`src/rtl/addr_gen_2d.sv`:
```
// ============================================================================
// addr_gen_2d : nested image-group x library-vector address generator
// Rev 1.0
// ============================================================================
`default_nettype none

module addr_gen_2d #(
  parameter int IMG_VEC_MAX = 10,
  parameter int LIB_VEC_MAX = 6,
  parameter int NCH         = 4,
  localparam int IAW = (IMG_VEC_MAX > 1) ? $clog2(IMG_VEC_MAX) : 1,
  localparam int LAW = (LIB_VEC_MAX > 1) ? $clog2(LIB_VEC_MAX) : 1
) (
  input  logic           clk,
  input  logic           rst_n,
  input  logic           start_i,
  input  logic           abort_i,
  input  logic [IAW:0]   cfg_img_num_i,
  input  logic [LAW:0]   cfg_lib_num_i,
  output logic           out_valid_o,
  input  logic           out_ready_i,
  output logic [LAW-1:0] lib_addr_o,
  output logic [IAW-1:0] img_base_o,
  output logic [NCH-1:0] img_mask_o,
  output logic           row_last_o,
  output logic           job_last_o,
  output logic           busy_o,
  output logic           done_o,
  output logic           aborted_o
);

  typedef enum logic [0:0] {
    S_IDLE = 1'b0,
    S_RUN  = 1'b1
  } state_t;

  state_t         state_q, state_d;
  logic [LAW-1:0] lib_addr_q, lib_addr_d;
  logic [IAW-1:0] img_base_q, img_base_d;
  logic [IAW:0]   img_num_q, img_num_d;
  logic [LAW:0]   lib_num_q, lib_num_d;
  logic           done_q, done_d;
  logic           aborted_q, aborted_d;

  logic           w_run;
  logic           w_xfer;
  logic           w_row_last;
  logic           w_job_last;
  logic [IAW:0]   w_base_next;
  logic [NCH-1:0] w_mask;

  assign w_run       = (state_q == S_RUN);
  assign w_xfer      = w_run && out_ready_i;
  assign w_row_last  = w_run && ({1'b0, lib_addr_q} == (lib_num_q - 1'b1));
  // Compared at 32 bits so base+NCH cannot wrap when NCH exceeds the base width.
  assign w_job_last  = w_row_last &&
                       ((32'(img_base_q) + 32'(NCH)) >= 32'(img_num_q));
  assign w_base_next = {1'b0, img_base_q} + (IAW+1)'(NCH);

  for (genvar k = 0; k < NCH; k++) begin : g_mask
    assign w_mask[k] = w_run && ((32'(img_base_q) + 32'(k)) < 32'(img_num_q));
  end

  always_comb begin
    state_d    = state_q;
    lib_addr_d = lib_addr_q;
    img_base_d = img_base_q;
    img_num_d  = img_num_q;
    lib_num_d  = lib_num_q;
    done_d     = 1'b0;
    aborted_d  = 1'b0;

    if (abort_i) begin
      state_d    = S_IDLE;
      lib_addr_d = '0;
      img_base_d = '0;
      done_d     = w_run;
      aborted_d  = w_run;
    end else begin
      case (state_q)
        S_IDLE: begin
          if (start_i) begin
            img_num_d  = cfg_img_num_i;
            lib_num_d  = cfg_lib_num_i;
            lib_addr_d = '0;
            img_base_d = '0;
            if ((cfg_img_num_i == '0) || (cfg_lib_num_i == '0)) begin
              done_d = 1'b1;
            end else begin
              state_d = S_RUN;
            end
          end
        end
        S_RUN: begin
          if (w_xfer) begin
            if (w_job_last) begin
              state_d    = S_IDLE;
              lib_addr_d = '0;
              img_base_d = '0;
              done_d     = 1'b1;
            end else if (w_row_last) begin
              lib_addr_d = '0;
              img_base_d = w_base_next[IAW-1:0];
            end else begin
              lib_addr_d = lib_addr_q + 1'b1;
            end
          end
        end
        default: state_d = S_IDLE;
      endcase
    end
  end

  always_ff @(posedge clk or negedge rst_n) begin
    if (!rst_n) begin
      state_q    <= S_IDLE;
      lib_addr_q <= '0;
      img_base_q <= '0;
      img_num_q  <= '0;
      lib_num_q  <= '0;
      done_q     <= 1'b0;
      aborted_q  <= 1'b0;
    end else begin
      state_q    <= state_d;
      lib_addr_q <= lib_addr_d;
      img_base_q <= img_base_d;
      img_num_q  <= img_num_d;
      lib_num_q  <= lib_num_d;
      done_q     <= done_d;
      aborted_q  <= aborted_d;
    end
  end

  assign out_valid_o = w_run;
  assign busy_o      = w_run;
  assign lib_addr_o  = lib_addr_q;
  assign img_base_o  = img_base_q;
  assign img_mask_o  = w_mask;
  assign row_last_o  = w_row_last;
  assign job_last_o  = w_job_last;
  assign done_o      = done_q;
  assign aborted_o   = aborted_q;

endmodule

`default_nettype wire

```
`config.mk`:
```
export PLATFORM = sky130hd
export DESIGN_NAME = addr_gen_2d
export DESIGN_NICKNAME = d
export VERILOG_FILES = /design/src/rtl/addr_gen_2d.sv
export SDC_FILE = /design/constraint.sdc
export NUM_CORES = 1
export LEC_CHECK = 0
export ABC_AREA = 1
export BUFFER_PORTS_ARGS = -buffer_cell sky130_fd_sc_hd__buf_2
export CAP_MARGIN = 15
export CORE_AREA = 5 5 52 72
export DETAILED_ROUTE_END_ITERATION = 12
export DIE_AREA = 0 0 57 77
export HOLD_SLACK_MARGIN = 0.08
export SLEW_MARGIN = 20
export SYNTH_ARGS = -nofsm -noshare
export SYNTH_HDL_FRONTEND = slang
export SYNTH_SLANG_ARGS = --single-unit
```
`constraint.sdc`:
```
create_clock -name clk -period 1.9 [get_ports clk]
set_input_delay 0.38 -clock clk [delete_from_list [all_inputs] [get_ports clk]]
set_output_delay 0.38 -clock clk [all_outputs]
set_load 0.05 [all_outputs]
```
; ---- Yosys cells after proc, flatten, opt, wreduce, memory -nomap -nowiden
; Cells that the tools add are included.
[totals]
reg_bits = 19
output_inout_bits = 17
wordCells = 63
[op_classes]
add_sub_neg = 7
n_lt_le_gt_ge = 5
eq_ne = 4
n_mux = 25
bitwise_logic = 2
n_reduce_logical = 13
[op_table]
columns = op, n
row1 = $mux 4, 5
row2 = $lt 5x5->1, 3
row3 = $mux 3, 5
row4 = $mux 1, 11
row5 = $add 4x2->5 const B, 2
row6 = $pmux 4 s2, 1
row7 = $logic_and 1x1->1, 7
row8 = $pmux 3 s2, 1
row9 = $reduce_and 3->1, 2
row10 = $add 4x1->5 const B, 1
row11 = $add 4x3->5 const B, 1
row12 = $ge 5x5->1, 1
row13 = $logic_not 5->1, 1
row14 = $lt 4x5->1, 1
row15 = $add 4x3->4 const B, 1
row16 = $eq 3x4->1, 1
row17 = $logic_not 4->1, 1
row18 = $ne 4x3->1 const B, 1
row19 = $pmux 1 s2, 2
row20 = $sub 4x1->4 const B, 1
row21 = $add 3x1->3 const B, 1
row22 = $ne 3x2->1 const B, 1
row23 = $ne 3x3->1 const B, 1
row24 = $not 1->1, 2
row25 = 2 further kinds, 2

; ---- Longest topological paths before layout
[logic_depth]
ltp_word = 8
ltp_mapped = 13
depth_no_buf = 13

; ---- Worst setup path after synthesis
; No wires, ideal clock.
[synth_timing]
path_kind = reg-to-output
from = register img_base_q[2] (netlist: img_base_o[2])
to = output img_mask_o[2]
t_arrival_ns = 3.043
path_slack_ns = -1.523
path_stages_with_launch = 8
path_cell_list = dfrtp_1 inv_1 ha_1 o21ai_0 nand2_1 nand2_1 a211oi_1 o21a_1
[synth_via]
elab_chain_len = 3
[synth_lines]
columns = element, line_no
row1 = "start, declared", 39  ; logic [IAW-1:0] img_base_q, img_base_d;
row2 = "start signal, assigned", 126  ; img_base_q <= img_base_d;
row3 = $add 4x2->5, 61  ; assign w_mask[k] = w_run && ((32'(img_base_q) + 32'(k)) < 32'(img_num_q));
row4 = $lt 5x5->1, 61
row5 = $logic_and 1x1->1, 61
row6 = "end, declared", 24  ; output logic [NCH-1:0] img_mask_o,
; No other way between the ends.

; ---- Worst setup path after layout
; Ends and elaborated chain as after synthesis.

==> summary.txt <==
Worst hold path
  • Hold path endpoint: img_num_q[0]
  • Worst hold start: cfg_img_num_i[0]
  • Hold depth: 3
  • Hold Crit Class: primary input to flop

Global route
  • Tot GR Track Use: 0.148
  • Largest net degree at the start of global routing: 19
  • Vias in the first global route: about 1200
  • Global-route wire length before repair: ~5100 um
  • Total gr overflow: 0
  • Initial antenna violation count: 0

Timing
  • Layout Skew: approximately 0.00094 ns
  • Final period util: 1.14
  • FMAX: 460 MHz
  • # setup viols final: 6
  • RSZ-0062 raised after global routing: true
  • Final hold vios: 0
  • Minimum period implied by the final worst setup slack: 2.17 ns
  • Setup slack after layout: -0.273 ns
  • Slew Limit Fails: 0

Worst setup path
  • Slowest-stage cell, CP: dfrtp_2
  • FF-to-FF End: lib_addr_o[2]
  • Crit path required time: roughly 1.5 ns
  • Worst R2R Path Depth: 10
  • Setup crit end kind: output pin
  • Crit path DAT: around 1.8 ns
  • Worst-path fanout max: 4
  • Crit-path most repeated cell: nand2_2
  • Worst Setup Start Kind: flop
  • Crit path cell chain: inv_2, ha_4, o21ai_2, nand2_2, nand2_2, a211oi_4, o21a_4, buf_8
  • Reg2reg start: lib_num_q[1]
  • Max incr delay on CP: roughly 0.42 ns
  • Flop2flop setup slack: between 0.1 and 0.15 ns
  • Crit Path Category: flop to output pin

Die
  • Die Height: 77 um
  • Floorplan Core Area: around 3000 um^2
  • Initial Util: 0.376
  • Full die area: 4390 um^2
  • Ports: 31
  • Die X: roughly 57 um
  • # rows: 24

Clock tree
  • Root Driver: clkbuf_8
  • CTS buffer count: 3
  • Clock tree from TritonCTS: yes
  • H-tree Lvls: 1
  • Clock sinks: 17
  • Worst-Skew Late Latency: between 0.2 and 0.3 ns
  • Clk slew on worst S/H paths: about 0.07 ns
  • Clock buffer depth: 2

Power and ir drop
  • Final total power: around 0.0015 W
  • Gate power share: 0.503
  • Psw: a little over 0.0006 W
  • Pleak: 0.875 nW
  • Clock power frac: 0.185
  • Sequential cell fraction of total power: 0.312
  • Sw Ratio: 0.414
  • IR drop worst, VDD: 482 uV
  • Internal Pwr Total: 0.000859 W
  • PwrDens: around 870 nW/um^2

Yosys
  • Yosys reg bits: 17
  • Seq/Total Area, Yosys: 0.370
  • Top cells by count, synth: nand2_1, inv_1, dfrtp_1
  • Main area contributors after synthesis: dfrtp_1, nand2_1, ha_1
  • EDFF count, synth: 0
  • Synthesized area: ~1200 um^2
  • Cell variety after synth: 21
  • Synth Flop Type: dfrtp_1
  • Area fraction of the dominant cell type after synthesis: 0.370
  • Ys Warns: 0
  • Count leader, synth: nand2_1
  • Post-Syn Instances: 155
  • Avg Inst Size Synth: 7.43 um^2
  • Yosys top cell by area: dfrtp_1
  • Fraction of registers with async set/reset: 1.00

Place
  • Post-Place Worst Slack: -0.146 ns
  • Dpl hpwl: 2360 um
  • IO buf count: 28
  • GPL Wtd Cong: roughly 0.86

Drt
  • Via/cell ratio: approximately 4.7
  • DRT iter0 DRCs: 20
  • Drt drc: 0
  • Post-Route WL: 3000 um
  • Via Count: between 1000 and 1500
  • Routed Antenna Nets: 0
  • Drt wl/cell: 12.4 um
  • First-pass iteration count of the detailed router: 4

Status
  • Failing checks: negative setup slack
  • Status: complete, but fails checks

Finish
  • Final Net Count: 227
  • Share of layout cells above drive strength 1: 0.441
  • Area grow syn2layout: 46.5%
  • Inserted Diodes: 0

Flow run
  • MaxCap Viol Count: 0
sequential cells by signal (all words and copies together) (netlist names):
signal      count
done_o          1
lib_addr_o      3
busy_o          1
img_base_o      2
lib_num_q       4
img_num_q       5
aborted_o       1
routing by layer:
layer / global-route usage / vias up / part of all wire
met4: 0.0557 / 0 / 0.027
met1: 0.148 / 512 / 0.38
met2: 0.289 / 25 / 0.56
met3: 0.0252 / 9 / 0.033
li1: - / 580 / -
met5: 0 / - / 0
metrics by stage:
stage,std cells,area [um^2],setup TNS (ns),hold WS (ns),utilization
final,241,1690,-1.13,0.339,0.551
after global routing,241,1690,-1.80,0.351,0.551
after CTS,240,1620,-1.18,0.329,0.529
after detailed placement,231,1450,-0.241,0.336,0.474
after global placement,231,1450,-0.139,0.328,0.474
after floorplan,157,1210,-1.39,0.0844,-
power groups by stage:
stage	combinational, W	sequential, W	clock, W
2_1_floorplan	0.000390	0.000501	0
3_3_place_gp	0.000588	0.000457	0
3_5_place_dp	0.000603	0.000460	0
4_1_cts	0.000683	0.000457	0.000291
5_1_grt	0.000818	0.000465	0.000312
6_report	0.000737	0.000457	0.000272
layout by cell type (no fill, tap or decap), drive strengths merged:
cell type,n
a21oi,3
nand3,10
ha,10
clkbuf,3
nand4,2
nor2,14
nand2,45
nor3,1
and3,1
o21a,2
conb,3
dlygate4sd3,1
a211oi,2
clkinv,2
inv,25
buf,45
dfrtp,17
o21ai,16
repair_timing:
| item | CTS | global route |
|---|---|---|
| gates resized for setup | 21 | 17 |
| gates cloned | 0 | 0 |
| pin swaps | 11 | 15 |
| buffers inserted | 4 | 3 |
| hold buffers | 1 | 0 |
| hold endpoints to repair | 17 | 0 |
| setup endpoints to repair | 6 | 9 |
logic make-up (layout without fill, tap and decap cells):
group           Yosys count  count (layout)  synth area share
buf+inv                  31              76             0.114
flops                    17              17             0.370
fa+ha+maj                10              10             0.109
simple gates             73              73             0.286
compound gates           23              23             0.118
other cells               1               3           0.00326
how the worst max path moves through the flow:
stage	slack, ns	endpoint	cells past startpoint	from
finish	-0.27	img_mask_o[2]	8	img_base_o[2]
global route	-0.38	img_mask_o[2]	8	img_base_o[2]
CTS	-0.27	img_mask_o[2]	8	img_base_o[2]
detailed placement	-0.15	job_last_o	7	img_base_o[2]
global placement	-0.11	job_last_o	7	img_base_o[2]
floorplan	-0.47	img_mask_o[2]	7	img_base_o[2]
layout make-up:
cell class	count	area (um^2)
inverters	26	103
clock buffers	3	41.3
flip-flops and latches	17	428
repair buffers	46	327
clock inverters	1	5.00
well taps	39	48.8
fillers	287	1380
multi-input cells	109	734
critical path: cells and delay by family, from the launching register on:
kind            cells  cell delay [ns]
compound gates      3             0.49
simple gates        2             0.16
buf+inv             2             0.20
fa+ha+maj           1             0.28
flops               1             0.42
Note: power is estimated with default switching activity, not from simulation.
